## src/rtl/bnn_zero_skip_scheduler.sv

```systemverilog
// Zero-skip scheduler between the activation buffer and the XNOR-popcount unit.
// All-zero activation words are counted and dropped; non-zero words are issued
// with their row position and a sparse tag (popcount below WORD_SIZE/10).
//
// Handshake rule for both ports: a transfer happens on a rising edge where
// valid and ready are both high. The output side holds out_data/out_idx/
// out_sparse stable while out_valid=1 and out_ready=0. in_ready may depend
// combinationally on out_ready; nothing else on the input side reaches the
// outputs without passing through a register.
module bnn_zero_skip_scheduler #(
    parameter int WORD_SIZE = 64,
    parameter int IDX_W     = 10
) (
    input  logic                 clk,
    input  logic                 rst_n,
    input  logic                 start,
    input  logic                 abort,
    input  logic [IDX_W:0]       num_words,
    output logic                 busy,
    output logic                 done,
    input  logic                 in_valid,
    input  logic [WORD_SIZE-1:0] in_data,
    output logic                 in_ready,
    output logic                 out_valid,
    output logic [WORD_SIZE-1:0] out_data,
    output logic [IDX_W-1:0]     out_idx,
    output logic                 out_sparse,
    input  logic                 out_ready,
    output logic [IDX_W:0]       skip_count,
    output logic [IDX_W:0]       issue_count,
    output logic [IDX_W:0]       sparse_count,
    output logic [1:0]           dbg_state
);

    typedef enum logic [1:0] {
        S_IDLE  = 2'd0,
        S_RUN   = 2'd1,
        S_DRAIN = 2'd2,
        S_DONE  = 2'd3
    } state_t;

    localparam int PC_W       = $clog2(WORD_SIZE + 1);
    localparam int SPARSE_LIM = WORD_SIZE / 10;

    state_t          state;
    logic [IDX_W:0]  num_words_q;
    logic [IDX_W:0]  accepted;
    logic [PC_W-1:0] pop;
    logic            in_sparse;
    logic            in_zero;
    logic            hs_in;
    logic            hs_out;
    logic            last_word;

    // Popcount of the incoming word; only used to form the sparse tag.
    always_comb begin
        pop = '0;
        for (int i = 0; i < WORD_SIZE; i++) begin
            pop = pop + PC_W'(in_data[i]);
        end
    end

    assign in_sparse = (pop < PC_W'(SPARSE_LIM));
    assign in_zero   = (in_data == '0);
    assign in_ready  = (state == S_RUN) && (accepted < num_words_q) && (!out_valid || out_ready);
    assign hs_in     = in_valid && in_ready;
    assign hs_out    = out_valid && out_ready;
    assign last_word = (accepted == (num_words_q - (IDX_W+1)'(1)));

    assign busy      = (state == S_RUN) || (state == S_DRAIN);
    assign done      = (state == S_DONE);
    assign dbg_state = state;

    // Row sequencing FSM together with the output register and statistics.
    always_ff @(posedge clk or negedge rst_n) begin
        if (!rst_n) begin
            state        <= S_IDLE;
            num_words_q  <= '0;
            accepted     <= '0;
            out_valid    <= 1'b0;
            out_data     <= '0;
            out_idx      <= '0;
            out_sparse   <= 1'b0;
            skip_count   <= '0;
            issue_count  <= '0;
            sparse_count <= '0;
        end else if (abort) begin
            // Abort drops the pending word without counting it as issued.
            state     <= S_IDLE;
            out_valid <= 1'b0;
        end else begin
            // Output consumption; a word loaded below in the same cycle wins.
            if (hs_out) begin
                issue_count <= issue_count + 1'b1;
                if (out_sparse) begin
                    sparse_count <= sparse_count + 1'b1;
                end
                out_valid <= 1'b0;
            end
            case (state)
                S_IDLE: begin
                    if (start) begin
                        num_words_q  <= num_words;
                        accepted     <= '0;
                        skip_count   <= '0;
                        issue_count  <= '0;
                        sparse_count <= '0;
                        state        <= (num_words != '0) ? S_RUN : S_DONE;
                    end
                end
                S_RUN: begin
                    if (hs_in) begin
                        accepted <= accepted + 1'b1;
                        if (in_zero) begin
                            skip_count <= skip_count + 1'b1;
                        end else begin
                            out_data   <= in_data;
                            out_idx    <= accepted[IDX_W-1:0];
                            out_sparse <= in_sparse;
                            out_valid  <= 1'b1;
                        end
                        if (last_word) begin
                            state <= S_DRAIN;
                        end
                    end
                end
                S_DRAIN: begin
                    if (!out_valid || out_ready) begin
                        state <= S_DONE;
                    end
                end
                S_DONE: begin
                    state <= S_IDLE;
                end
                default: begin
                    state <= S_IDLE;
                end
            endcase
        end
    end

endmodule

```

## config.mk

```make
export PLATFORM = sky130hd
export DESIGN_NAME = bnn_zero_skip_scheduler
export DESIGN_NICKNAME = d
export VERILOG_FILES = /design/src/rtl/bnn_zero_skip_scheduler.sv
export SDC_FILE = /design/constraint.sdc
export NUM_CORES = 1
export LEC_CHECK = 0
export BUFFER_PORTS_ARGS = -buffer_cell sky130_fd_sc_hd__buf_2
export CAP_MARGIN = 10
export CORE_UTILIZATION = 49
export CTS_CLUSTER_DIAMETER = 120
export CTS_CLUSTER_SIZE = 20
export DETAILED_ROUTE_END_ITERATION = 8
export GPL_ROUTABILITY_DRIVEN = 0
export PLACE_DENSITY_LB_ADDON = 0.05
export SLEW_MARGIN = 10
export SYNTH_ARGS = -nofsm -noshare
export SYNTH_HDL_FRONTEND = slang
export SYNTH_SLANG_ARGS = --single-unit
```

## constraint.sdc

```tcl
create_clock -name clk -period 2.45 [get_ports clk]
set_input_delay 0.49 -clock clk [delete_from_list [all_inputs] [get_ports clk]]
set_output_delay 0.49 -clock clk [all_outputs]
set_load 0.02 [all_outputs]
```

# == Word-level counts from Yosys, hierarchy flattened ==
# Cells that the tools add are included.
# W data, S select, Z words.
# word_totals
output_inout_bits,114
word_cells,134
reg_bits,133
inputBits,81
# classes
addsub,68
magnitude_cmp,2
n_reduce_logical,16
n_mux,25
n_eq_ne,11
bitwise,2
# ops
cell,n
$add A7 B1 Y7,57
$mux W11,11
$logic_not A64 Y1,1
$add A11 B1 Y11 const B,4
$pmux W11 S2,2
$mux W2,6
$reduce_and A4 Y1,3
$eq A11 B11 Y1,1
$lt A11 B11 Y1,1
$reduce_bool A11 Y1,1
$sub A11 B1 Y11 const B,1
$ne A3 B3 Y1 const B,3
$pmux W2 S4,1
$add A6 B1 Y7,1
$lt A7 B3 Y1 const B,1
$add A5 B1 Y6,1
$ne A2 B2 Y1 const B,3
$add A4 B1 Y5,1
$mux W1,5
$reduce_and A5 Y1,1
$add A3 B1 Y4,1
$eq A2 B2 Y1 const B,2
$logic_and A1 B1 Y1,4
$add A2 B1 Y3,1
9 further kinds,11

# == Depth between registers and ports, before layout ==
# Gate-level depths: netlist (run 1).
# depth
depth_word,64
depth_mapped,21
depth_no_buf,21

# == Least setup slack after synthesis (run 1) ==
# Ideal clock, no wire load.
# synth_timing
path_kind,in2reg
startpoint,input port in_data[35]
endpoint,register out_sparse
t_required_ns,2.324
cell_stages,20
path_buffers,0
t_arrival_ns,5.708
setup_time_ns,0.126
setup_slack_ns,-3.384
path_cell_list,inv_1 fa_1 inv_1 fa_1 fa_1 inv_1 fa_1 inv_1 fa_1 fa_1 fa_1 inv_1 fa_1 fa_1 nand3_1 nor2_1 o21ai_0 o21ai_0 nand4_1 o21ai_0
# synth_between
elab_chain_cells,30
elab_cells_between_ends,33
cone_classes,add/sub: 29; order compare: 1; bitwise: 1; reduce/logical: 2
# synth_lines
element,line_no,source
"start, declared",22,"input logic [WORD_SIZE-1:0] in_data,"
$add A7 B1 Y7 (29 in a row),59,pop = pop + PC_W'(in_data[i]);
$lt A7 B3 Y1,63,assign in_sparse = (pop < PC_W'(SPARSE_LIM));
"end signal, assigned",119,out_sparse <= in_sparse;
"end, declared",27,"output logic out_sparse,"
# Parallel ways exist; a longest one is shown, timed or not.
# A chain may end at the register's enable or synchronous reset.

# == Worst setup path after layout (run 1) ==
# layout_timing
startpoint,input port in_data[47]
endpoint,register out_sparse
# layout_between
elab_chain_cells,18
elab_cells_between_ends,21
cone_classes,add/sub: 17; order compare: 1; bitwise: 1; reduce/logical: 2
# layout_lines
element,line_no
$add A7 B1 Y7 (17 in a row),59
$lt A7 B3 Y1,63
# Parallel ways exist; a longest one is shown, timed or not.

==> impl.org, run 1 <==
** Timing
- For the pin with the worst max-slew slack, the measured transition is 588 ps.
- For the final routed database, the setup TNS stands at -13100 ps.
- Highest Clock Rate :: 180 MHz
- Final-report max-slew violation count :: 0
- Across all setup checks in the final design, the least slack found is -3110 ps.
- The number of endpoints with negative hold slack in the final report is 0.
- Minimum clock period after layout :: 5560 ps
- In the finished design, the share of the clock period the worst path needs comes to 2.27.
- Setup repair after global routing could not meet its margin everywhere.
- Clk_skew :: a little over 8 ps
- Number of setup violations in the final report :: 75
- Hold_ws :: 18.4 ps
- Max transition margin :: 0.604

** Yosys
- During synthesis, Yosys emitted a total of 0 warnings.
- Net Count, Synth :: 922
- Among all flip-flop cells after synthesis, the most frequent one is sky130_fd_sc_hd__dfrtp_1.
- EDFF count, synth :: 0
- Counting distinct cell types in the post-synthesis netlist gives 55.
- The share of synthesized area in the top cell type comes to 0.408.
- Counting flops and latches in the post-synthesis netlist gives 133.
- The synthesized design spends more area on one cell type than any other, namely sky130_fd_sc_hd__dfrtp_1.
- Sequential element share of the synthesized area :: 0.408
- In the post-synthesis netlist, the biggest area contributors are sky130_fd_sc_hd__dfrtp_1 41%, sky130_fd_sc_hd__fa_1 13%, sky130_fd_sc_hd__mux2_2 6.9%, sky130_fd_sc_hd__inv_1 5.4%, sky130_fd_sc_hd__ha_1 5.4%.
- A synthesized cell averages 10.8 um2.
- After synthesis the cells add up to 8150 um2.
- After technology mapping, the gate count stands at 752.
- In the synthesized netlist the async set-or-reset flop fraction comes to 1.00.

** Final layout
- At the end of the flow the core is filled with cells to 0.744.
- FILL cells :: 1084
- Sequential Area :: 3330 um2
- Area taken by multi-input logic gates :: 4970 um2
- Layout cells sized above 1 :: 0.462
- For this run, the post-layout net count is 1257.
- Area Growth Syn to Fin :: 46.5%

** Clock network
- In this run, post-CTS hold repair placed 0 buffers.
- The tree is rooted in a sky130_fd_sc_hd__clkbuf_16.
- At the later pin of the worst-skew pair, clock insertion delay measures 420 ps.
- After clock tree synthesis, the clock-pin slew on the worst setup and hold paths is 60 ps.
- Number of CTS-inserted buffers :: 17
- Sink count of the clock tree :: around 130
- Number of H-tree levels :: 4
- Counting along the longest clock path gives a buffer depth of 2.
- TritonCTS built the clock tree.

** Hold path
- The worst hold path belongs to the class in -> async.

** Global routing
- Number of antenna violations at the first check in global routing :: 1
- For this run, global-route usage on met2 was measured as 0.448.
- GRT overflow :: 0
- First-pass GRT wire length :: 36.1 mm
- Overall Global Routing Usage :: 0.280
- Entering global routing, the biggest net connects 54 pins.
- The number of global-route vias before repair came to a little over 7000.
- Met1 GRT Util :: 0.375
- Layer with the highest usage after global routing :: met2
- Met3 demand-to-capacity share in global routing :: 0.0660

** Routing
- ANT nets after route :: 0
- Remaining DRCs :: 0
- TritonRoute pass-1 iters :: 4
- Summed over all layers, the routed wires come to about 24 mm.
- Mean routed wirelength per cell :: 18.5 um
- Starting DRC count in detailed routing :: 339
- Number of vias per cell after detailed routing :: 5.27
- Via Count :: 6943

** Pwr
- Switching component of the power :: 0.00724 W
- Internal power :: 0.00949 W
- Sequential power share :: 0.202
- The share of total power dissipated in combinational logic is 0.643.
- Net switching fraction of the power :: 0.433
- Of the total power, the clock network draws 0.155.
- Largest voltage drop on the vdd net :: 1430 uV
- For this design the ratio of total power to cell area is 1400 nW/um2.
- Leakage power total :: slightly above 6 nW

** Worst setup path
- STA puts the critical path data arrival time at 5910 ps.
- Critical path type :: in -> reg
- The critical path starts at in_data[47].
- Critical path peak fanout :: 3
- In this run the critical register-to-register path is launched from num_words_q[8].
- Startpoint Class :: primary input
- Required time reported for the critical path endpoint :: 2800 ps
- Critical Path Sink Type :: flip-flop

** Floorplan
- After floorplanning, the core was sized to cover 16100 um2.
- Number of cell rows :: 46
- The floorplan step set the die height to 131 um.
- The die covers 17200 um2.
- Initial core utilization :: 0.508
- Io pins :: 195
- The die is between 100 and 150 um wide.

** Placement
- Buffers placed on the I/O ports in this run total 194.
- Post-detail-place hpwl :: 17.7 mm
- Timing analysis after detailed placement gives a worst setup slack of -3610 ps.

** Outcome
- Violations in the final reports :: setup timing
- The run finished, with violations left.

** Run
- Max-cap violations in this run came to 0.
-- placed cells by master (no fill, tap or decap), drive strengths merged, types with 17 or more instances in the layout --
| master | instances |
|---|---|
| a21oi | 18 |
| buf | 333 |
| clkbuf | 27 |
| dfrtp | 133 |
| fa | 54 |
| ha | 35 |
| inv | 120 |
| mux2 | 77 |
| nand2 | 46 |
| nor2 | 32 |
| nor4 | 22 |
| o21ai | 40 |
| xnor2 | 17 |
-- per-stage QoR --
| stage | power [W] | std cells | instance area (um2) |
|---|---|---|---|
| detailed placement | 0.0133 | 1263 | 10600 |
| global placement | 0.0129 | 1263 | 10600 |
| CTS | 0.0163 | 1303 | 11400 |
| floorplan | 0.0105 | 752 | 8540 |
| global route | 0.0180 | 1317 | 11900 |
| finish | 0.0167 | 1317 | 11900 |
-- timing repair --
item | CTS | global route
pin swaps | 14 | 21
cloned | 0 | 8
gates resized for setup | 23 | 72
setup buffers | 8 | 8
endpoints found under the setup margin | 91 | 101
-- sequential cells by signal, indices dropped and copies added, names as in the netlist --
| name | flops |
|---|---|
| out_valid | 1 |
| skip_count | 11 |
| sparse_count | 11 |
| out_sparse | 1 |
| accepted | 11 |
| dbg_state | 2 |
| out_data | 64 |
| issue_count | 11 |
| out_idx | 10 |
| num_words_q | 11 |
-- Yosys cell counts (all sizes together) (6+ instances only) --
| cell type | n |
|---|---|
| o21a | 6 |
| and3 | 10 |
| o21ai | 40 |
| nor4 | 22 |
| nor2b | 6 |
| inv | 118 |
| ha | 35 |
| nand2 | 46 |
| nor3 | 11 |
| a21oi | 18 |
| nand4 | 13 |
| mux2 | 77 |
| nand3 | 13 |
| nor2 | 32 |
| clkbuf | 10 |
| fa | 54 |
| xor2 | 13 |
| dfrtp | 133 |
| buf | 13 |
| xnor2 | 17 |
| or3 | 8 |
-- kinds of logic (layout without fill, tap and decap cells) --
kind of cell	count (synthesis)	count (layout)	synth area share
flops	133	133	0.408
fa+ha+maj	89	89	0.186
mux	81	81	0.111
compound gates	102	102	0.0818
simple gates	176	176	0.111
other cells	0	1	0
buf+inv	141	489	0.0694
xor+xnor	30	30	0.0322
-- power groups by stage --
| stage | Sequential, W | Combinational (W) | Clock (W) |
|---|---|---|---|
| after floorplan | 0.00412 | 0.00637 | 0 |
| after global placement | 0.00335 | 0.00955 | 0 |
| after detailed placement | 0.00338 | 0.00991 | 0 |
| after CTS | 0.00336 | 0.0103 | 0.00263 |
| after global routing | 0.00346 | 0.0118 | 0.00271 |
| final | 0.00337 | 0.0108 | 0.00259 |
-- per-layer routing --
metal / up-vias / wire [um]
met2: 265 / 11400
met4: 0 / 437
met5: - / 0
li1: 3208 / -
met1: 3434 / 10900
met3: 36 / 1600
-- critical path, stage by stage --
cell and delay [ps]:
sky130_fd_sc_hd__buf_2 90, sky130_fd_sc_hd__inv_2 40, sky130_fd_sc_hd__fa_1 580, sky130_fd_sc_hd__inv_1 80, sky130_fd_sc_hd__fa_2 530, sky130_fd_sc_hd__inv_1 50, sky130_fd_sc_hd__fa_1 460, sky130_fd_sc_hd__fa_1 540
sky130_fd_sc_hd__fa_1 430, sky130_fd_sc_hd__fa_1 480, sky130_fd_sc_hd__fa_1 510, sky130_fd_sc_hd__fa_1 420, sky130_fd_sc_hd__inv_1 90, sky130_fd_sc_hd__nand2_1 60, sky130_fd_sc_hd__fa_1 520, sky130_fd_sc_hd__nor2_1 60
sky130_fd_sc_hd__nor2_1 110, sky130_fd_sc_hd__a21oi_1 50, sky130_fd_sc_hd__o21ai_1 120, sky130_fd_sc_hd__nand4_1 100, sky130_fd_sc_hd__o21ai_1 80
-- cell type report --
cell class,instances,share of cell area
inverters,118,0.0371
well taps,216,0.0226
repair buffers,339,0.196
clock buffers,21,0.0394
clock inverters,11,0.0104
flip-flops and latches,133,0.279
diodes,1,0.000209
multi-input cells,478,0.416
-- path summary, 6_finish.rpt --
| check | end | slack [ps] | cells after the start |
|---|---|---|---|
| hold / removal | out_data[8] | 20 | 1 |
| min in group clk | num_words_q[0] | 290 | 3 |
| setup reg to reg | out_data[58] | -180 | 11 |
| setup / recovery | out_sparse | -3110 | 21 |
| hold reg to reg | out_data[61] | 510 | 1 |
| max in group asynchronous | skip_count[10] | 1800 | 2 |
Note: power is estimated with default switching activity, not from simulation.
==> run 2: changes to the inputs <==
Settings changed: RECOVER_POWER from default to 100.
==> impl.org, run 2 (synthesis results as in run 1) <==
** Timing
- The worst hold margin came to 293 ps (+274 ps).
- Highest Clock Rate :: 180 MHz (+0.13%)
- Final period util :: 2.27 (-0.00291)
- Setup TNS Final :: -14060 ps (-959 ps)
- Setup repair after global routing could not meet its margin everywhere.
- Max transition margin :: 0.133 (-0.471)
- Worst-Margin Slew :: 1300 ps (+713 ps)
- The setup-violating endpoint count in the final report came to 78 (+4.0%).
- The final-report max-slew violation count was 0 (unchanged).
- Minimum clock period after layout :: 5550 ps (-7.12 ps)
- Post-layout worst setup margin :: -3100 ps (+7.12 ps)
- The final worst clock skew is 6.98 ps (-1.29 ps).
- The number of endpoints with negative hold slack in the final report came to 0 (unchanged).

** Routing
- The routed via count was 6977 (+0.49%).
- Remaining DRCs :: 0 (unchanged)
- TritonRoute pass-1 iters :: 5 (+1)
- The total wire length is 24.4 mm (about the same).
- ANT nets after route :: 0 (unchanged)
- Mean routed wirelength per cell :: 18.5 um (about the same)
- The vias per cell came to 5.30 (+0.49%).
- The DRC violation total after the first TritonRoute iteration was 277 (-18%).

** Placement
- Count of input and output buffers :: 194 (unchanged)
- The number of placed instances, taps included is 1263 (unchanged).
- The detailed placer's ending HPWL is 17.7 mm (unchanged).
- Worst setup slack after placement :: -3610 ps (unchanged)

** Floorplan
- Io pins :: 195 (unchanged)
- Number of cell rows :: 46 (unchanged)
- Width of the die :: 131 um (unchanged)
- Initial core utilization :: 0.508 (unchanged)
- The area of the core was 16100 um2 (unchanged).
- The area enclosed by the die boundary is 17200 um2 (unchanged).
- Height of the die :: 131 um (unchanged)

** Worst setup path
- The worst setup path is captured at a flip-flop.
- The worst setup path is of the in -> reg kind.
- Reg-to-reg endpoint :: out_data[58]
- Critical path peak fanout :: 3 (unchanged)
- Maximum single-stage delay on the critical path :: 570 ps (about the same)
- Startpoint Class :: primary input
- The total buffers and inverters traversed by the critical path came to 5 (unchanged).
- The startpoint identified for the worst register-to-register timing path is num_words_q[8].
- Setup slack on the worst flop-to-flop path :: -190 ps (about the same)
- CP dominant cell by count :: sky130_fd_sc_hd__fa_1
- The data required time of the worst path is 2800 ps (about the same).
- The data arrival time of the critical path came to 5900 ps (about the same).
- Kind of cell adding the most delay to the critical path :: adder cells
- Cell Chain, Critical Path :: buf_2, inv_2, fa_1, inv_1, fa_2, inv_1, fa_1, fa_1, fa_1, fa_1, fa_1, fa_1, inv_1, nand2_1, fa_1, nor2_1, nor2_1, a21oi_1, o21ai_1, nand4_1, o21ai_1
- The largest individual stage delay along the critical path comes from the cell sky130_fd_sc_hd__fa_1.
- R2R cell count :: 11 (unchanged)

** Clock network
- Number of H-tree levels :: 4 (unchanged)
- The maximum clock insertion buffer count is 2 (unchanged).
- The clock transition at the register clock pins on the worst setup and hold paths after CTS was 60 ps (about the same).
- TritonCTS clock tree :: done
- The number of sinks on the clock net is 133 (unchanged).
- The insertion delay to the later sink of the worst-skew pair was 420 ps (about the same).
- Number of CTS-inserted buffers :: 17 (unchanged)
- Clock tree synthesis selected as its root buffer the cell sky130_fd_sc_hd__clkbuf_16.
- Post-CTS Hold Buffers :: 0 (unchanged)

** Hold path
- Startpoint of the worst hold path :: num_words[0]
- Counting instances, the worst hold path has a depth of 3.
- Worst-case hold path end point :: num_words_q[0]
- In this run the worst hold path is classified as in -> reg.

** Global routing
- The number of global-route vias before repair was 7123 (unchanged).
- The total routing usage reported by global routing was 0.280 (unchanged).
- Largest net degree at the start of global routing :: 54 (unchanged)
- First-pass GRT wire length :: 36.1 mm (unchanged)
- GRT overflow :: 0 (unchanged)
- The number of antenna violations at the first check in global routing was 1 (unchanged).

** Final layout
- The number of filler instances in the final layout is 1170 (+7.9%).
- Area Growth Syn to Fin :: 44.0%
- Most flop-heavy register :: out_data
- The final core utilization was 0.731 (-0.0127).
- Layout cells sized above 1 :: 0.355 (-0.106)
- The number of flip-flops under the largest register name is 64 (unchanged).
- The final-stage net count came to 1257 (unchanged).
- Most common library cell in the layout ignoring fill and taps :: sky130_fd_sc_hd__dfrtp_1
- The library cells used most frequently in the layout, excluding fill and tap cells, are 133 x sky130_fd_sc_hd__dfrtp_1, 117 x sky130_fd_sc_hd__clkbuf_1, 113 x sky130_fd_sc_hd__inv_1, 112 x sky130_fd_sc_hd__buf_4, 80 x sky130_fd_sc_hd__buf_2.
- Number of cells in the finished layout apart from fillers :: 1317 (unchanged)

** Outcome
- The flow ran to the end, but the final reports show violations.
- The checks that failed: setup timing.

** Pwr
- The maximum vdd drop was 1430 uV (about the same).
- Power Density :: 1410 nW/um2 (+0.47%)
- Leakage power total :: 5.61 nW (-7.1%)

** Run
- Max-cap violation count :: 0 (unchanged)
run 2: cell types whose count changed in the layout (fill, tap and decap cells not counted), sizes merged:
cell    before  now
clkbuf      27  147
buf        333  213
run 2: stage by stage:
| stage | cell area (um2) | total power, W |
|---|---|---|
| after floorplan | 8540 | 0.0105 |
| after global placement | 10600 | 0.0129 |
| after detailed placement | 10600 | 0.0133 |
| after CTS | 11400 | 0.0163 |
| after global routing | 11700 | 0.0178 |
| final | 11700 | 0.0165 |
run 2: what timing repair did:
item	in CTS	in global routing
endpoints found under the setup margin	91	101
hold endpoints to repair	0	0
resized for setup	23	72
cloned	0	8
pin swaps	14	21
setup buffers	8	8
run 2: cell type report:
| class | count | area, um2 | share of cell area |
|---|---|---|---|
| multi-input cells | 478 | 4960 | 0.423 |
| flip-flops and latches | 133 | 3330 | 0.283 |
| repair buffers | 339 | 2140 | 0.182 |
| clock buffers | 21 | 470 | 0.0401 |
| inverters | 118 | 443 | 0.0377 |
| well taps | 216 | 270 | 0.0230 |
| clock inverters | 11 | 124 | 0.0105 |
| diodes | 1 | 2.50 | 0.000213 |
run 2: how the worst max path moves through the flow:
stage                 from          to  depth (start not counted)
2_1_floorplan  in_data[39]  out_sparse                         21
3_3_place_gp   in_data[47]  out_sparse                         21
3_5_place_dp   in_data[47]  out_sparse                         21
4_1_cts        in_data[47]  out_sparse                         21
5_1_grt        in_data[47]  out_sparse                         21
6_report       in_data[47]  out_sparse                         21
run 2: layer usage:
layer,part of all wire,global-route usage,up-vias
met5,0,0,-
met4,0.018,0.0920,0
met3,0.067,0.0660,36
met2,0.47,0.448,271
met1,0.45,0.375,3463
li1,-,-,3207
run 2: worst register-to-register path: cells and delay by family, from the launching register on:
family	cells	cell delay, ps
buffers and inverters	4	690
adders and majority gates	1	220
DFF	1	390
and+or+nand+nor	2	350
AOI/OAI and AO/OA	3	570
muxes	1	310
run 2: power by group:
| group | switching [W] | leakage, nW | total, W | internal, W |
|---|---|---|---|---|
| registers | 0.000488 | 1.71 | 0.00339 | 0.00290 |
| logic | 0.00575 | 3.61 | 0.0105 | 0.00479 |
| clock network | 0.00101 | 0.286 | 0.00259 | 0.00158 |
| total | 0.00724 | 5.61 | 0.0165 | 0.00927 |
==> run 3: changes to the inputs <==
Settings changed: CORE_UTILIZATION 49 to 55.
Clock period 2.45 ns to 6.33 ns, I/O delays scaled along.
==> impl.org, run 3 (synthesis results as in run 1) <==
** Outcome
- Outcome :: finished with violations
- The checks that failed: capacitance limit, slew limit, setup timing.

** Routing
- Wire length on met2 :: 9.38 mm (-18%)
- The highest layer touched by signal routing is met4.
- The number of iterations in the first detailed-routing pass was 5 (unchanged).
- Mean routed wirelength per cell :: 17.3 um (-6.4%)
- The detailed-route DRC error count came to 0 (unchanged).
- Met3 Routed Length :: 1.62 mm (-0.92%)
- The vias per cell came to 5.48 (+3.5%).
- ANT nets after route :: 0 (unchanged)
- The total wire length is 20.4 mm (-17%).
- The DRC violation total after the first TritonRoute iteration is 323 (+17%).
- The routed via count is 6436 (-7.8%).
- The detailed-route wire length on metal 1 is 9.06 mm (-17%).

** Timing
- Post-layout worst setup margin :: -38.5 ps (+3060 ps)
- Max transition margin :: -2.15 (-2.28)
- Final-report max-slew violation count :: 89 (+89)
- Highest Clock Rate :: 157 MHz
- Number of setup violations in the final report :: 1 (-99%)
- Clk_skew :: 13.1 ps (+6.14 ps)
- The number of endpoints with negative hold slack in the final report is 0 (unchanged).
- Setup repair after global routing could not meet its margin everywhere.
- Dividing the final minimum period by the clock period gives 1.01.
- Subtracting the final worst setup slack from the clock period gives about 6400 ps.
- Worst-Margin Slew :: 4720 ps (+3420 ps)

** Worst setup path
- The data required time of the worst path is 6670 ps (+3870 ps).
- Reg-to-reg endpoint :: out_data[40]
- STA classifies the critical path startpoint as a primary input.
- The data arrival time of the critical path was 6710 ps (+810 ps).
- The reg2reg setup slack was 1760 ps (+1950 ps).
- R2R cell count :: 8 (-3)
- Critical R2R Launch :: accepted[2]
- Critical Path Sink Type :: flip-flop
- The setup path with the least slack is of type in -> reg.
- The largest fanout on the critical path came to 3 (unchanged).

** Clock network
- TritonCTS built the clock tree.
- The number of buffers inserted during clock tree synthesis is 17 (unchanged).
- The number of sinks on the clock net was 133 (unchanged).
- Clock tree synthesis selected as its root buffer the cell sky130_fd_sc_hd__clkbuf_16.
- The clock transition at the register clock pins on the worst setup and hold paths after CTS is 60 ps (about the same).
- The insertion delay to the later sink of the worst-skew pair came to 430 ps (about the same).
- The depth of the CTS H-tree is 4 (unchanged).
- The maximum clock insertion buffer count was 2 (unchanged).

** Hold path
- The number of cells traversed by the worst hold path is 1 (-2).
- The worst hold path terminates at out_data[10].
- Path class of the lowest-slack min-delay path :: reg -> reg
- The worst hold path begins at out_data[10].

** Global routing
- Largest net degree at the start of global routing :: 89 (+65%)
- Number of antenna violations at the first check in global routing :: 0 (-1)
- The sum of overflow across all layers after global routing is 0 (unchanged).
- Overall Global Routing Usage :: 0.283 (+0.00270)
- The number of global-route vias before repair was 6571 (-7.7%).
- First-pass GRT wire length :: 32.7 mm (-9.3%)

** Floorplan
- The number of cell rows is 44 (-4.3%).
- The initial core utilization was 0.563 (+0.0554).
- Width of the die :: 124 um (-5.5%)
- Full die area :: 15300 um2 (-11%)
- The area of the core is 14500 um2 (-9.8%).
- Io pins :: 195 (unchanged)
- The height of the die is 124 um (-5.5%).

** Pwr
- The maximum vdd drop was 537 uV (-63%).
- Power Density :: 611 nW/um2 (-57%)
- Leakage power total :: 4.70 nW (-16%)

** Final layout
- Sequential Area :: 3330 um2 (unchanged)
- Area taken by multi-input logic gates :: 4290 um2 (-14%)
- Layout cells sized above 1 :: 0.213 (-0.142)
- Most used cells in the layout excluding fill and tap cells :: 133 x sky130_fd_sc_hd__dfrtp_1, 120 x sky130_fd_sc_hd__clkbuf_1, 111 x sky130_fd_sc_hd__inv_1, 76 x sky130_fd_sc_hd__buf_2, 51 x sky130_fd_sc_hd__fa_1
- The area of all placed cells without fillers is 9990 um2 (-15%).
- out_data holds more flip-flops than any other register.
- Max FFs per register :: 64 (unchanged)
- Ant. Diodes :: 0 (-1)
- Compared with the post-synthesis result, the final layout area differs by 22.6%.
- Number of cells in the finished layout apart from fillers :: 1174 (-11%)
- The number of filler instances in the final layout came to 1161 (-0.77%).
- Leaving out fill and tap cells, the most frequent cell in the layout is sky130_fd_sc_hd__dfrtp_1.
- Count of nets after finishing :: 1147 (-8.8%)

** Placement
- The placed cell area came to 9520 um2 (-10%).
- Count of input and output buffers :: 194 (unchanged)
- Post-detail-place hpwl :: 15.8 mm (-11%)
- The number of placed instances, taps included is 1141 (-9.7%).

** Run
- The total of max-cap violations was 1 (+1).
[run 3: cell count changes in the layout (fill, tap and decap cells not counted), sizes merged]
cell / delta
buf: -104
bufinv: +1
clkbuf: -7
clkinv: +1
diode: -1
inv: -1
[run 3: layout make-up]
type / count / share of cell area
clock buffer: 20 / 0.0447
clock inverter: 12 / 0.0154
inverter: 118 / 0.0443
multi-input combinational: 478 / 0.429
sequential: 133 / 0.333
tap: 184 / 0.0230
timing repair buffer: 229 / 0.110
[run 3: how the worst max path moves through the flow]
| stage | from | end |
|---|---|---|
| global placement | in_data[47] | out_sparse |
| finish | in_data[35] | out_sparse |
| global route | in_data[35] | out_sparse |
| detailed placement | in_data[39] | out_sparse |
| CTS | in_data[39] | out_sparse |
| floorplan | in_data[39] | out_sparse |
[run 3: what timing repair did]
action,CTS,global route
endpoints found under the setup margin,1,1
pin swaps,3,21
hold buffers,0,0
gates resized for setup,1,11
setup buffers,0,1
[run 3: per-stage QoR]
step / hold slack [ps] / util / power [W] / worst slack, ps / setup TNS, ps
6_report: 485 / 0.690 / 0.00611 / -38.5 / -38.5
3_5_place_dp: 471 / 0.658 / 0.00483 / -476 / -476
2_1_floorplan: 516 / - / 0.00387 / -68.5 / -68.5
4_1_cts: 483 / 0.700 / 0.00593 / 12.1 / 0
3_3_place_gp: 462 / 0.658 / 0.00462 / -346 / -346
5_1_grt: 503 / 0.690 / 0.00664 / -267 / -267
[run 3: worst max-delay path: stages]
cell and delay, ps:
sky130_fd_sc_hd__buf_2 90, sky130_fd_sc_hd__inv_1 50, sky130_fd_sc_hd__fa_1 570, sky130_fd_sc_hd__inv_2 50, sky130_fd_sc_hd__fa_2 520, sky130_fd_sc_hd__inv_2 40, sky130_fd_sc_hd__fa_1 450, sky130_fd_sc_hd__fa_1 520
sky130_fd_sc_hd__fa_1 440, sky130_fd_sc_hd__fa_1 500, sky130_fd_sc_hd__fa_1 560, sky130_fd_sc_hd__fa_1 430, sky130_fd_sc_hd__inv_2 80, sky130_fd_sc_hd__nand2_2 50, sky130_fd_sc_hd__fa_1 580, sky130_fd_sc_hd__nand3_1 90
sky130_fd_sc_hd__nor2_1 100, sky130_fd_sc_hd__o21ai_1 60, sky130_fd_sc_hd__o21ai_1 70, sky130_fd_sc_hd__nand4_1 100, sky130_fd_sc_hd__o21ai_1 90
[run 3: metal layers]
| layer | track usage | vias to the layer above |
|---|---|---|
| met3 | 0.0755 | 28 |
| li1 | - | 2999 |
| met2 | 0.447 | 234 |
| met4 | 0.0843 | 0 |
| met1 | 0.381 | 3175 |
| met5 | 0 | - |
[run 3: power breakdown]
group	switching, W	total [W]	leakage [nW]	internal [W]
sequential	0.000194	0.00132	1.71	0.00112
combinational	0.00215	0.00378	2.71	0.00163
clock	0.000379	0.00101	0.286	0.000629
total	0.00272	0.00611	4.70	0.00339
